[config.mk]
export PLATFORM = sky130hd
export DESIGN_NAME = secuenciador_cuentas
export DESIGN_NICKNAME = d
export VERILOG_FILES = /design/src/rtl/secuenciador_cuentas.sv
export SDC_FILE = /design/constraint.sdc
export NUM_CORES = 1
export LEC_CHECK = 0
export BUFFER_PORTS_ARGS = -buffer_cell sky130_fd_sc_hd__buf_2
export CORE_MARGIN = 5
export CORE_UTILIZATION = 42
export DETAILED_ROUTE_END_ITERATION = 16
export HOLD_SLACK_MARGIN = 0.05
export PLACE_DENSITY = 0.73
export SLEW_MARGIN = 20
export SYNTH_ARGS = -nofsm -noshare
export SYNTH_HDL_FRONTEND = slang
export SYNTH_SLANG_ARGS = --single-unit
[constraint.sdc]
create_clock -name clk -period 2.23 [get_ports clk]
set_clock_uncertainty 0.05 [all_clocks]
set_input_delay 0 -clock clk [delete_from_list [all_inputs] [get_ports clk]]
set_output_delay 0 -clock clk [all_outputs]
set_load 0.02 [all_outputs]
[src/rtl/secuenciador_cuentas.sv]
// rtl/secuenciador_cuentas.sv - timed 4-phase sequencer feeding the 4:1 count mux select and terminal-count flags
module secuenciador_cuentas #(
  parameter int ANCHO = 8,
  parameter int T0    = 3,
  parameter int T1    = 2,
  parameter int T2    = 1,
  parameter int T3    = 4
) (
  input  logic             clk,
  input  logic             reset,
  input  logic             habilitar,
  input  logic             tick,
  input  logic             reinicio_sync,
  output logic [1:0]       Seleccion,
  output logic [ANCHO-1:0] cuenta,
  output logic             D0,
  output logic             D1,
  output logic             D2,
  output logic             D3,
  output logic             fin_ciclo
);

  typedef enum logic [1:0] {F0 = 2'd0, F1 = 2'd1, F2 = 2'd2, F3 = 2'd3} fase_t;

  // A zero duration behaves as a single-tick phase.
  localparam int E0 = (T0 == 0) ? 1 : T0;
  localparam int E1 = (T1 == 0) ? 1 : T1;
  localparam int E2 = (T2 == 0) ? 1 : T2;
  localparam int E3 = (T3 == 0) ? 1 : T3;

  localparam logic [ANCHO-1:0] C0  = ANCHO'(E0 - 1);
  localparam logic [ANCHO-1:0] C1  = ANCHO'(E1 - 1);
  localparam logic [ANCHO-1:0] C2  = ANCHO'(E2 - 1);
  localparam logic [ANCHO-1:0] C3  = ANCHO'(E3 - 1);
  localparam logic [ANCHO-1:0] UNO = ANCHO'(1);

  if ((T0 > 2**ANCHO) || (T1 > 2**ANCHO) || (T2 > 2**ANCHO) || (T3 > 2**ANCHO)) begin : g_duracion_invalida
    $error("secuenciador_cuentas: phase duration exceeds 2**ANCHO");
  end

  function automatic logic [ANCHO-1:0] carga(input fase_t f);
    case (f)
      F0:      carga = C0;
      F1:      carga = C1;
      F2:      carga = C2;
      default: carga = C3;
    endcase
  endfunction

  fase_t      fase;
  logic [3:0] pulsos;

  always_ff @(posedge clk or posedge reset) begin
    if (reset) begin
      fase      <= F0;
      cuenta    <= C0;
      pulsos    <= 4'b0000;
      fin_ciclo <= 1'b0;
    end else if (reinicio_sync) begin
      fase      <= F0;
      cuenta    <= C0;
      pulsos    <= 4'b0000;
      fin_ciclo <= 1'b0;
    end else if (habilitar && tick) begin
      if (cuenta != '0) begin
        cuenta    <= cuenta - UNO;
        pulsos    <= 4'b0000;
        fin_ciclo <= 1'b0;
      end else begin
        // Last tick of the phase: flag the phase being left and load the next one.
        fase      <= fase_t'(fase + 2'd1);
        cuenta    <= carga(fase_t'(fase + 2'd1));
        pulsos    <= 4'b0001 << fase;
        fin_ciclo <= (fase == F3);
      end
    end else begin
      pulsos    <= 4'b0000;
      fin_ciclo <= 1'b0;
    end
  end

  assign Seleccion = fase;
  assign D0 = pulsos[0];
  assign D1 = pulsos[1];
  assign D2 = pulsos[2];
  assign D3 = pulsos[3];

endmodule
After elaboration in Yosys (flattened, before gate mapping)
Cells that the tools add are included.
{ "word_totals": {"reg_bits": 15, "in_bits": 5, "output_inout_bits": 15, "wordCells": 29} }
{ "op_classes": {"addsub": 2, "eq_ne": 4, "shift": 1, "n_mux": 13, "n_reduce_logical": 5} }
{ "op_table": {"columns": ["cell", "count"], "rows": [
  ["$mux W8", 3],
  ["$mux W4", 3],
  ["$reduce_bool A8 Y1", 1],
  ["$sub A8 B1 Y8 const B", 1],
  ["$mux W2", 3],
  ["$pmux W2 S3", 1],
  ["$eq A2 B2 Y1 const B", 2],
  ["$shl A1 B2 Y4 const A", 1],
  ["$mux W1", 3],
  ["$add A2 B1 Y2 const B", 1],
  ["$eq A2 B1 Y1 const B", 1],
  ["$logic_not A2 Y1", 1],
  ["$ne A2 B2 Y1 const B", 1],
  ["$reduce_and A2 Y1", 1],
  ["$reduce_bool A2 Y1", 1],
  ["$logic_and A1 B1 Y1", 1]
]} }

Logic depth before layout (Yosys ltp)
{ "depth": {"ltp_word": 6, "ltp_mapped": 5, "mapped_depth_nobuf": 5} }

Worst setup path after synthesis
No wires, ideal clock.
{ "synth_timing": {"path_type": "reg2reg", "from": "reg cuenta[0]", "to": "reg cuenta[1]", "setup_time_ps": 98, "t_arrival_ps": 1701, "required_time_ps": 2082, "setup_slack_ps": 381, "path_stages_with_launch": 6, "path_buffers": 0, "synth_period_minus_slack_ps": 1849, "cell_sequence": "dfrtp_1 -> inv_1 -> ha_1 -> or4b_1 -> or4_1 -> o311ai_1"} }
{ "synth_between": {"elab_chain_len": 4, "word_cells_on_any_way": 5, "cone_classes": "add/sub (1); mux (3); reduce/logical (1)"} }
{ "synth_lines": {"columns": ["item", "line_no", "text"], "rows": [
  ["start, declared", "15", "output logic [ANCHO-1:0] cuenta,"],
  ["start signal, assigned", "66", "cuenta <= cuenta - UNO;"],
  ["start signal, assigned", "72", "cuenta <= carga(fase_t'(fase + 2'd1));"],
  ["$sub A8 B1 Y8 or $reduce_bool A8 Y1 (tied branches)", "66, 65", null],
  ["$mux W8 *", "65", "if (cuenta != '0) begin"],
  ["$mux W8 *", "64", "end else if (habilitar && tick) begin"],
  ["$mux W8 *", "59", "end else if (reinicio_sync) begin"]
]} }
Mark *: on every way between the ends. The rest lies on a longest branch, timed or not. The select of a mux whose other input is x is not followed.
A chain may end at the register's enable or synchronous reset.

Final worst setup path
Ends and elaborated chain as after synthesis.

==> qor.csv <==
stage;metric;value;unit
status;status;complete, no violations;
sta;Max transition margin;0.6389;
cts;Worst-Skew Late Latency;280;ps
floorplanning;Initial Util;0.4452;
yosys;syn avg cell area;9.835;um^2
yosys;most numerous cell in the Yosys netlist;dfrtp_1;
route;Routed WL;1893;um
cts;postcts setup bufs;0;
global_route;largest net degree at the start of global routing;15;
cells_and_area;post-route cell area;975.9;um^2
cells_and_area;Diodes inserted;0;
global_route;vias in the first global route;668;
route;initial drt markers;29;
sta;hold_ws;252.9;ps
sta;post-layout min period;1869;ps
cts;H-tree depth;1;
route;Detailed Routing Iterations Pass 1;4;
global_route;grt ovf;0;
cells_and_area;Final Non-Filler Cells;130;
yosys;Cells after Synth;79;
placed_design;# port buffers;19;
cts;clk buf depth;2;
floorplanning;Core Area;1745;um^2
worst_setup_path;WP data required;2370;ps
yosys;Synth cell types;28;
sta;fmax;534.9;MHz
cells_and_area;share of cells above drive strength 1;0.2667;
sta;setup_tns;0;ps
yosys;Area contributors post-synth;dfrtp_1 42%, ha_1 8.1%, a21oi_1 3.9%, nor3b_1 3.9%, dfstp_2 3.4%;
yosys;Commonest cells post-synth;13 x dfrtp_1, 6 x a21oi_1, 6 x inv_1;
cts;Clock Sinks;14;
sta;unrepaired setup endpoints after global routing;false;
cells_and_area;area grow syn2layout;25.60;%
route;DRC;0;
cts;Num CTS Buffers;3;
worst_setup_path;WP data arrival;2010;ps
placed_design;Final GP Congestion;0.7988;
route;vias per cell;5.592;
worst_setup_path;CP peak stage delay;500;ps
cts;CTS root buffer;clkbuf_4;
power;Tot Pwr;0.5594;mW
route;Vias;727;
yosys;Syn Nets;89;
cts;CTS tree;done;
worst_setup_path;CP Cell Sequence;inv_1 -> ha_1 -> or4b_1 -> or4_1 -> o311ai_1;
worst_setup_path;worst setup path startpoint;cuenta[0];
worst_setup_path;critical path class;reg2reg;
yosys;flops & latches, synth;14;
power;Power Density;573.2;nW/um^2
floorplanning;Die Area;2810;um^2
floorplanning;Die Width;53.01;um
placed_design;Post-DP HPWL;1386;um
cells_and_area;final-stage net count;116;
route;post-route ant nets;0;
cts;Worst-path clk slew;90;ps
worst_setup_path;Worst Path Max Fanout;4;
floorplanning;die height;53.01;um
worst_setup_path;worst flop-to-flop path startpoint;cuenta[0];
floorplanning;Rows;15;
global_route;Total GRT Usage;0.1486;
sta;fin crit share;0.8383;
worst_setup_path;crit path launch type;flop;
placed_design;Placed Cells;122;
route;WL/cell;14.56;um
worst_setup_path;critical path endpoint category;flop;
sta;Final Max Slew Viols;0;
yosys;Syn Std Cell Area;777.0;um^2
power;Pleak;0.4776;nW
hold_path;HP Class;in2async;
yosys;total of warnings raised by yosys;0;
yosys;async set-reset flop share out of synthesis;1.000;
worst_setup_path;Slowest-stage cell, CP;or4_1;
placed_design;Post-DP Area;899.6;um^2
sta;pin slew with the least headroom to its limit;541.1;ps
yosys;Post-synth EDFFs;0;
yosys;post-synthesis sequential area ratio;0.4525;
cts;Post-CTS Hold Fix Bufs;4;
cts;Post-CTS Resized;0;
yosys;Post-synth top flop;dfrtp_1;
yosys;post-synth top area share;0.4187;
yosys;cell taking the most area after synthesis;dfrtp_1;
power;Peak VDD IR;0.3513;mV
sta;Final Hold Viols;0;
global_route;first-pass GRT wire length;3015;um
sta;Setup violations, final;0;
floorplanning;IO Pins;20;
run;Max Cap Viol;0;
global_route;initial antenna violation count;0;
## power by group
| group | internal, mW | switching [mW] | leakage [nW] |
|---|---|---|---|
| Combinational | 0.0384 | 0.0607 | 0.266 |
| Clock | 0.0993 | 0.0846 | 0.0210 |
| Sequential | 0.264 | 0.0129 | 0.190 |
| Total | 0.401 | 0.158 | 0.478 |
## path summary, 6_finish.rpt
kind	to	slack, ps	cells after the start
max reg2reg	cuenta[1]	360	5
min	cuenta[0]	250	3
min reg2reg	cuenta[6]	560	1
max	cuenta[1]	360	5
min in group clk	cuenta[4]	520	3
max in group asynchronous	cuenta[1]	1510	3
## cell usage in the layout, fill, tap and decap left out, drive strengths merged
cell type and instances:
nand3 3, dfstp 1, a21oi 6, mux2i 1
nand4 2, o311ai 3, nor3b 4, or3 4
buf 20, inv 6, ha 5, clkbuf 4
nand3b 1, o31ai 2, or2 1, nand2 3
dfrtp 13, or4 3, xnor2 2, dlygate4sd3 4
or4b 2, o41ai 2, o21ai 4, and3 1
nor3 3, nor2 5
## sequential cells by signal, indices dropped and copies added (netlist names)
register   count
cuenta         8
pulsos         3
fin_ciclo      1
Seleccion      2
## metal layers
metal / vias up / wire [um] / GRT usage / part of all wire
met5: - / 0 / 0 / 0
met4: 0 / 14 / 0.05532 / 0.0074
met3: 4 / 160 / 0.03099 / 0.085
met2: 27 / 932 / 0.2500 / 0.49
met1: 347 / 786 / 0.1850 / 0.42
li1: 349 / - / - / -
## stage by stage
step / worst slack [ps] / utilization
floorplan: 381.0 / -
global placement: 437.4 / 0.5154
detailed placement: 387.0 / 0.5154
CTS: 359.0 / 0.5591
global route: 270.6 / 0.5591
finish: 360.6 / 0.5591
## critical path, delay by kind of cell, from the launching register on
kind,cells,cell delay [ps]
compound gates,1,110
fa+ha+maj,1,170
simple gates,2,960
buf+inv,1,80
flops,1,410
## area by class of cell
cell class,instances,area (um^2)
well taps,25,31.28
clock buffers,4,36.28
inverters,6,22.52
repair buffers,24,142.6
multi-input cells,57,391.6
flip-flops and latches,14,351.6
fillers,168,769.5
## cells by family after synthesis
kind of cell    synth area share
buf+inv                  0.04348
simple gates              0.2480
compound gates            0.1401
fa+ha+maj                0.08052
flops                     0.4525
xor+xnor                 0.02255
mux                      0.01288
No activity file was read; power rests on OpenSTA's default activity.
